`config.mk`:
```
export PLATFORM = sky130hd
export DESIGN_NAME = nv_nvdla_hls_sat_arb
export DESIGN_NICKNAME = d
export VERILOG_FILES = /design/src/rtl/nv_nvdla_hls_sat_arb.sv
export SDC_FILE = /design/constraint.sdc
export NUM_CORES = 1
export LEC_CHECK = 0
export CORE_MARGIN = 2
export CORE_UTILIZATION = 28
export CTS_CLUSTER_SIZE = 12
export DETAILED_ROUTE_END_ITERATION = 6
export GPL_TIMING_DRIVEN = 0
export PLACE_DENSITY_LB_ADDON = 0.1
export SETUP_SLACK_MARGIN = 0.2
export SYNTH_ARGS = -nofsm -noshare
export SYNTH_HDL_FRONTEND = slang
export SYNTH_SLANG_ARGS = --single-unit
export TNS_END_PERCENT = 10
```
`constraint.sdc`:
```
create_clock -name nvdla_core_clk -period 2 [get_ports nvdla_core_clk]
set_clock_uncertainty 0.05 [all_clocks]
set_input_delay 0.3 -clock nvdla_core_clk [delete_from_list [all_inputs] [get_ports nvdla_core_clk]]
set_output_delay 0.3 -clock nvdla_core_clk [all_outputs]
set_load 0.01 [all_outputs]
```
`src/rtl/nv_nvdla_hls_sat_arb.sv`:
```
// ---------------------------------------------------------------------------
// nv_nvdla_hls_sat_arb
//
// Two-requester round-robin arbiter feeding one shared saturation stage and
// one output register. The winning requester's signed IN_WIDTH-bit word is
// clamped to the signed OUT_WIDTH-bit range. It is then held in a single-entry
// output pipe with a valid/ready handshake. A 16-bit sticky counter per
// requester counts how many of its accepted words were clamped.
//
// Parameters
//   IN_WIDTH   signed input word width (must exceed OUT_WIDTH)
//   OUT_WIDTH  signed saturated output width
//
// Ports
//   nvdla_core_clk        clock
//   nvdla_core_rst        synchronous active-high reset
//   req0_pvld/prdy/pd     requester 0 valid / accept / signed data
//   req1_pvld/prdy/pd     requester 1 valid / accept / signed data
//   dout_pvld/prdy/pd     output valid / downstream accept / saturated data
//   dout_src              requester that produced dout_pd
//   dout_sat              dout_pd was clamped
//   cnt_clr               clear both saturation counters
//   sat_cnt0/sat_cnt1     saturating clamp-event counters per requester
// ---------------------------------------------------------------------------
module nv_nvdla_hls_sat_arb #(
  parameter int IN_WIDTH  = 49,
  parameter int OUT_WIDTH = 32
) (
  input  logic                        nvdla_core_clk,
  input  logic                        nvdla_core_rst,
  input  logic                        req0_pvld,
  output logic                        req0_prdy,
  input  logic signed [IN_WIDTH-1:0]  req0_pd,
  input  logic                        req1_pvld,
  output logic                        req1_prdy,
  input  logic signed [IN_WIDTH-1:0]  req1_pd,
  output logic                        dout_pvld,
  input  logic                        dout_prdy,
  output logic signed [OUT_WIDTH-1:0] dout_pd,
  output logic                        dout_src,
  output logic                        dout_sat,
  input  logic                        cnt_clr,
  output logic [15:0]                 sat_cnt0,
  output logic [15:0]                 sat_cnt1
);

  localparam int EXT_W = IN_WIDTH - OUT_WIDTH;

  typedef enum logic {
    EMPTY = 1'b0,
    FULL  = 1'b1
  } pipe_state_t;

  // True when the word carries magnitude beyond the output range: every bit
  // from IN_WIDTH-2 down to OUT_WIDTH-1 must replicate the sign bit.
  function automatic logic sat_detect(input logic signed [IN_WIDTH-1:0] pd);
    logic [EXT_W-1:0] ext;
    ext = pd[IN_WIDTH-2:OUT_WIDTH-1];
    return (ext != {EXT_W{pd[IN_WIDTH-1]}});
  endfunction

  // Clamp to the most positive / most negative OUT_WIDTH value, or truncate
  // when the word already fits.
  function automatic logic signed [OUT_WIDTH-1:0] sat_value(
    input logic signed [IN_WIDTH-1:0] pd
  );
    if (!sat_detect(pd)) begin
      return $signed(pd[OUT_WIDTH-1:0]);
    end else if (pd[IN_WIDTH-1]) begin
      return $signed({1'b1, {(OUT_WIDTH-1){1'b0}}});
    end else begin
      return $signed({1'b0, {(OUT_WIDTH-1){1'b1}}});
    end
  endfunction

  // Sticky 16-bit event counter; clear wins over a same-cycle increment.
  function automatic logic [15:0] cnt_next(
    input logic [15:0] cur,
    input logic        inc,
    input logic        clr
  );
    if (clr) begin
      return 16'd0;
    end else if (inc && (cur != 16'hFFFF)) begin
      return cur + 16'd1;
    end else begin
      return cur;
    end
  endfunction

  pipe_state_t                 state_p1;
  pipe_state_t                 state_nxt;
  logic                        ptr_p1;
  logic                        ptr_nxt;
  logic                        open_p0;
  logic                        gnt0_p0;
  logic                        gnt1_p0;
  logic                        vld_p0;
  logic signed [IN_WIDTH-1:0]  pd_p0;
  logic signed [OUT_WIDTH-1:0] sat_pd_p0;
  logic                        sat_p0;
  logic signed [OUT_WIDTH-1:0] dout_pd_p1;
  logic                        dout_src_p1;
  logic                        dout_sat_p1;
  logic [15:0]                 cnt0_p1;
  logic [15:0]                 cnt1_p1;

  // ---- stage p0: arbitration and pipe control (combinational) ----
  // Grant looks only at valids, pointer, pipe occupancy and dout_prdy, so
  // there is no path from request data to the accept signals. Reset forces
  // both accepts low so nothing is taken while the pipe is being flushed.
  always_comb begin
    open_p0   = 1'b0;
    gnt0_p0   = 1'b0;
    gnt1_p0   = 1'b0;
    state_nxt = state_p1;
    ptr_nxt   = ptr_p1;
    if (!nvdla_core_rst) begin
      open_p0 = (state_p1 == EMPTY) || dout_prdy;
      if (open_p0) begin
        if (req0_pvld && (!req1_pvld || !ptr_p1)) begin
          gnt0_p0 = 1'b1;
        end else if (req1_pvld) begin
          gnt1_p0 = 1'b1;
        end
      end
    end
    vld_p0 = gnt0_p0 || gnt1_p0;
    if (vld_p0) begin
      state_nxt = FULL;
      // Prefer the requester that lost (or was idle) on the next cycle.
      ptr_nxt   = gnt0_p0;
    end else if ((state_p1 == FULL) && dout_prdy) begin
      state_nxt = EMPTY;
    end
  end

  assign pd_p0     = gnt1_p0 ? req1_pd : req0_pd;
  assign sat_p0    = sat_detect(pd_p0);
  assign sat_pd_p0 = sat_value(pd_p0);

  // ---- stage p1: output register, pointer and counters ----
  always_ff @(posedge nvdla_core_clk) begin
    if (nvdla_core_rst) begin
      state_p1    <= EMPTY;
      ptr_p1      <= 1'b0;
      dout_pd_p1  <= '0;
      dout_src_p1 <= 1'b0;
      dout_sat_p1 <= 1'b0;
      cnt0_p1     <= 16'd0;
      cnt1_p1     <= 16'd0;
    end else begin
      state_p1 <= state_nxt;
      ptr_p1   <= ptr_nxt;
      if (vld_p0) begin
        dout_pd_p1  <= sat_pd_p0;
        dout_src_p1 <= gnt1_p0;
        dout_sat_p1 <= sat_p0;
      end
      cnt0_p1 <= cnt_next(cnt0_p1, gnt0_p0 && sat_p0, cnt_clr);
      cnt1_p1 <= cnt_next(cnt1_p1, gnt1_p0 && sat_p0, cnt_clr);
    end
  end

  assign req0_prdy = gnt0_p0;
  assign req1_prdy = gnt1_p0;
  assign dout_pvld = (state_p1 == FULL);
  assign dout_pd   = dout_pd_p1;
  assign dout_src  = dout_src_p1;
  assign dout_sat  = dout_sat_p1;
  assign sat_cnt0  = cnt0_p1;
  assign sat_cnt1  = cnt1_p1;

  a_one_grant : assert property (
    @(posedge nvdla_core_clk) !(req0_prdy && req1_prdy)
  );

  a_hold_stable : assert property (
    @(posedge nvdla_core_clk) disable iff (nvdla_core_rst)
    (dout_pvld && !dout_prdy) |=>
      ($stable(dout_pd) && $stable(dout_src) && $stable(dout_sat) && dout_pvld)
  );

endmodule

```
==> results of run 1 <==
-- layer usage --
metal,up-vias,GRT usage,wire [um]
met2,136,0.301,5720
li1,1861,-,-
met1,1733,0.205,4920
met5,-,0,0
met4,0,0.0707,198
met3,15,0.0785,1090
-- registers in the layout, summed over array words and instances (netlist names) --
register,count
dout_pd,32
dout_pvld,1
dout_sat,1
dout_src,1
ptr_p1,1
sat_cnt0,16
sat_cnt1,16
-- cells by family after synthesis --
kind of cell,after synthesis
flops,68
buf+inv,40
compound gates,86
simple gates,148
xor+xnor,17
mux,32
fa+ha+maj,2
-- repair_timing --
action	in CTS	in global routing
buffers inserted	20	3
setup endpoints to repair	69	67
pin swaps	52	30
gates cloned	3	0
gates resized for setup	146	25
-- Yosys cell counts, drive strengths merged, types with 2 or more instances --
master and number:
nand2 51, o31ai 6, xor2 16, clkbuf 8, and3 4, mux2i 32, o211ai 32, or3 7
dfxtp 68, nand2b 2, ha 2, inv 17, nand3 22, o21ai 9, and2 3, o22ai 7
buf 15, a2111oi 2, and4 3, a21oi 19, nand4 13, nor3 5, or4 11, nor2 24
a41o 2
-- area by class of cell --
type	count	area, um2	area share
inverter	17	68.8	0.0111
tap	147	184	0.0296
buffer	23	208	0.0334
sequential	68	1380	0.222
clock buffer	14	254	0.0408
antenna	1	2.50	0.000402
timing repair buffer	198	1930	0.310
clock inverter	2	10.0	0.00161
multi-input combinational	285	2180	0.351
-- final timing paths --
check | to | slack (ns) | cells past startpoint
max reg2reg | sat_cnt0[15] | -0.01 | 9
min reg2reg | dout_pd[12] | 0.42 | 2
min | dout_pvld | 0.31 | 2
max | sat_cnt0[15] | -0.02 | 8
-- stage by stage --
stage	power, mW	area [um2]
after floorplan	1.81	3460
after global placement	2.28	5370
after detailed placement	2.28	5370
after CTS	3.83	6140
after global routing	3.95	6220
final	3.78	6220
-- power by group through the flow --
stage	Clock, mW	Combinational [mW]	Sequential, mW
finish	1.45	0.836	1.49
global route	1.55	0.904	1.50
CTS	1.49	0.838	1.49
detailed placement	0	0.764	1.52
global placement	0	0.761	1.52
floorplan	0	0.257	1.56
==> impl_metrics.ini, run 1 <==
[critical_path]
worstSetupPathType = in2reg
cpPeakStageDelay_ns = 0.51
crit_required_ns = 2.22
crit_arrival_ns = 2.24
cp-end-kind = flop
cp.buffers_inverters = 2
start_kind = primary input
cp_max_fo = 5
cp_top_family = simple AND/OR/NAND/NOR gates
crit_start = req1_pd[35]
rr_startpoint = ptr_p1
slowest_stage = clkdlybuf4s50_1
crit_chain = clkdlybuf4s50_1 > xor2_2 > a2111oi_4 > nand3_4 > nand4_1 > buf_6 > or4b_1 > a21oi_1

[synthesis]
ys_seq_area_frac = 0.395
synth_top_family_by_area = simple AND/OR/NAND/NOR gates
synthSimpleGateAreaFrac = 0.213
netlist_area_um2 = 3450
synth_compound_area_frac = 0.194
ys_types = 47
ys_top_cells_by_area = dfxtp_1, mux2i_1, nand2_1
ys_seq_elements = 68
ys.flop_type = dfxtp_1
synth.mux.area_fraction = 0.0929
syn_nets = 499
synth_edf_count = 0
syn_inst = 393
yosysWarnings = 0
synth-xor-area-share = 0.0432
async_reset_ff_frac = 0
synth-adder-area-share = 0.00726
synth_top_area_frac = 0.395
yosysTopAreaCell = dfxtp_1
avgSynthCellArea_um2 = 8.77

[sta]
setup_viol = 1
tns_ns = -0.0225
fin_ws_ns = -0.0225
whs_ns = 0.312
post-route-min-period_ns = 2.02
worstMarginPinSlew_ns = 0.720
post-route-period-util = 1.01
grt_setup_unrepaired = true
fmax_mhz = 494
finalHoldViolations = 0
slew_headroom = 0.520
slew_violations = 0

[global_routing]
track_usage = 0.181
grt_pass1_vias = 3738
grt_overflow = 0
grt_start_max_net_pins = 11
antenna_found_initial = 1
grt_pass1_wl_mm = 18.6

[detailed_routing]
ant_nets = 0
routed_wl_mm = 11.9
drc = 0
drt_iter0_markers = 183
firstDrtPassIters = 4
wl_per_cell_um = 15.8
viasPerCell = 4.96
via_count = 3745

[finish]
utilization = 0.518
layout_commonest_cell = clkdlybuf4s50_1
final_nets = 708
layout_common_cells = clkdlybuf4s50_1, dfxtp_1, nand2_1, mux2i_1, dlygate4sd2_1
fillers = 1142
area_delta_synth_final_pct = 80.4
final_cells = 755
layout-drive-gt1-share = 0.229

[clock_tree]
clock-sinks = 68
clk_pin_slew_worst_paths_ns = 0.06
cts_tree = built
cts_buffers = 9
cts_root_buf = clkbuf_16
cts-hold-fix-buffers = 0
cts_buffer_depth = 2
clkLatencyLatePin_ns = 0.34
h-tree-depth = 3

[place]
dpl_worst_slack_ns = -0.814
hpwl_mm = 8.56
dp_cells = 712
port_buffers = 172
place_congestion = 0.797

[floorplan]
start_util = 0.287
die_x_um = 115
row_count = 40
io_pins = 173
core-area_um2 = 12000
die_area_um2 = 13200
die_h_um = 115

[run]
maxCapViolCount = 0

[power_and_ir_drop]
switchingPower_mw = 0.974
clkPwrFrac = 0.385
p_int_mw = 2.81
ir_worst_vdd_uv = 300
swShare = 0.258
p_leak_nw = 2.45
power.density_nw_per_um2 = 608
power_frac_seq = 0.394
pwr-share-comb = 0.221

[status]
violations = negative setup slack
status = complete, but fails checks

[worst_hold_path]
holdCritStartpoint = nvdla_core_rst
hp-class = in2reg
Power figures use the tool's default switching activity.
==> run 2: changes to the inputs <==
==> constraint.sdc (replaced) <==
create_clock -name nvdla_core_clk -period 2 [get_ports nvdla_core_clk]
set_clock_uncertainty 0.05 [all_clocks]
set_input_delay 0.3 -clock nvdla_core_clk [delete_from_list [all_inputs] [get_ports nvdla_core_clk]]
set_output_delay 0.3 -clock nvdla_core_clk [all_outputs]
set_load 0.05 [all_outputs]
==> run 2 against run 1 <==
The run still ends with negative setup slack left; sequential share of layout area is 0.67 points higher; global-route usage is 0.94 points lower; flip-flop and latch count stayed put; critical endpoint is now sat_cnt0[11]; critical path depth is 1 higher.
==> impl_metrics.ini, run 2 (synthesized netlist as in run 1, its figures left out) <==
[detailed_routing]
wl_per_cell_um = 15.5
drt_iter0_markers = 153
viasPerCell = 5.04
ant_nets = 0
routed_wl_mm = 11.7
drc = 0
via_count = 3798
firstDrtPassIters = 5

[critical_path]
cp_max_fo = 6
rr_startpoint = ptr_p1
cp_top_family = simple AND/OR/NAND/NOR gates
worstSetupPathType = in2reg
crit_chain = buf_8 > or4_4 > a2111oi_4 > nand4b_1 > nand4_1 > buf_6 > buf_6 > o31ai_1 > a21oi_1
crit-reg2reg-capture = sat_cnt0[15]
cpPeakStageDelay_ns = 0.53
slowest_stage = or4_4
ff2ff_path_depth = 8
cp-end-kind = flop
cp.buffers_inverters = 3
crit_required_ns = 2.21
start_kind = primary input
r2r_setup_slack_ns = -0.04
crit_top_cell = buf_6
crit_start = req0_pd[42]
crit_arrival_ns = 2.25

[floorplan]
die_x_um = 115
die_h_um = 115
core-area_um2 = 12000
start_util = 0.287
io_pins = 173
row_count = 40
die_area_um2 = 13200

[sta]
slew_headroom = 0.615
post-route-min-period_ns = 2.05
fin_ws_ns = -0.0480
setup_viol = 10
finalHoldViolations = 0
grt_setup_unrepaired = true
whs_ns = 0.209
worstMarginPinSlew_ns = 0.577
post-route-period-util = 1.02
slew_violations = 0
tns_ns = -0.250
fmax_mhz = 488

[run]
maxCapViolCount = 0

[clock_tree]
h-tree-depth = 3
clk_pin_slew_worst_paths_ns = 0.06
cts_root_buf = clkbuf_16
clock-sinks = 68
cts_buffers = 9
cts_tree = built
cts_buffer_depth = 2
clkLatencyLatePin_ns = 0.33

[status]
status = complete, but fails checks
violations = negative setup slack

[power_and_ir_drop]
power_frac_seq = 0.352
p_int_mw = 2.95
pwr-share-comb = 0.247
power.density_nw_per_um2 = 680
swShare = 0.298
ir_worst_vdd_uv = 408
switchingPower_mw = 1.25
clkPwrFrac = 0.401
p_leak_nw = 2.77
p_total_mw = 4.21

[global_routing]
grt_overflow = 0
grt_pass1_wl_mm = 18.0
track_usage = 0.172
grt_start_max_net_pins = 13
antenna_found_initial = 0
grt_pass1_vias = 3678

[place]
place_congestion = 0.755
dp_cells = 712
place_area_um2 = 5460
dpl_worst_slack_ns = -0.825
port_buffers = 172
hpwl_mm = 8.69

[finish]
diodes = 0
layout_commonest_cell = dlygate4sd2_1
utilization = 0.515
final_nets = 708
layout-drive-gt1-share = 0.257
layout_common_cells = dlygate4sd2_1, clkdlybuf4s50_1, nand2_1, dfxtp_1, mux2i_1
fin_area_um2 = 6190
final_cells = 754
largest_register_ffs = 32
area_delta_synth_final_pct = 79.6

[worst_hold_path]
holdCritStartpoint = nvdla_core_rst
min_path_cells = 2
min_to = dout_pvld
hp-class = in2reg
-- run 2: cell types whose count changed in the layout (fill, tap and decap cells not counted), moves of 3 or more --
cell,delta
clkdlybuf4s50_1,-66
dlygate4sd2_1,+57
dfxtp_1,-16
dfxtp_2,+10
dfxtp_4,+6
buf_6,+5
dlymetal6s2s_1,+5
buf_8,-3
clkbuf_1,-3
clkbuf_2,+3
-- run 2: worst max-delay path by stage --
| stage | end | slack [ns] | depth (start not counted) |
|---|---|---|---|
| floorplan | sat_cnt0[0] | -0.01 | 8 |
| global placement | dout_pd[2] | -0.82 | 9 |
| detailed placement | dout_pd[6] | -0.83 | 10 |
| CTS | sat_cnt0[0] | -0.11 | 9 |
| global route | sat_cnt0[6] | -0.15 | 9 |
| finish | sat_cnt0[11] | -0.05 | 9 |
-- run 2: power by group through the flow --
| stage | clock [mW] | combinational (mW) | sequential [mW] |
|---|---|---|---|
| after detailed placement | 0 | 1.03 | 1.51 |
| after global placement | 0 | 1.03 | 1.51 |
| after global routing | 1.80 | 1.10 | 1.49 |
| after CTS | 1.72 | 1.04 | 1.48 |
| final | 1.69 | 1.04 | 1.48 |
| after floorplan | 0 | 0.271 | 1.81 |
-- run 2: what timing repair did --
| action | in CTS | in global routing |
|---|---|---|
| hold buffers | 0 | 0 |
| pin swaps | 39 | 36 |
| gates cloned | 5 | 0 |
| setup endpoints to repair | 135 | 66 |
| buffers inserted | 13 | 8 |
| resized for setup | 187 | 34 |
-- run 2: layer usage --
layer,up-vias,routed length [um],track usage
li1,1866,-,-
met1,1789,4590,0.184
met2,128,5920,0.307
met3,15,1090,0.0791
met4,0,115,0.0426
met5,-,0,0
-- run 2: final cells by class --
type	count	area, um2
multi-input combinational	285	2140
timing repair buffer	198	1850
fill	1157	5820
buffer	23	210
tap	147	184
inverter	17	75.1
clock inverter	5	77.6
clock buffer	11	233
sequential	68	1420
-- run 2: worst register-to-register path, stage by stage (launching register included) --
cell and delay [ns]:
dfxtp_2 0.34, nand2b_4 0.12, nand4_1 0.09, buf_6 0.16, nand4b_1 0.15, nand4_1 0.23
buf_6 0.20, or4b_4 0.51, a21oi_2 0.13
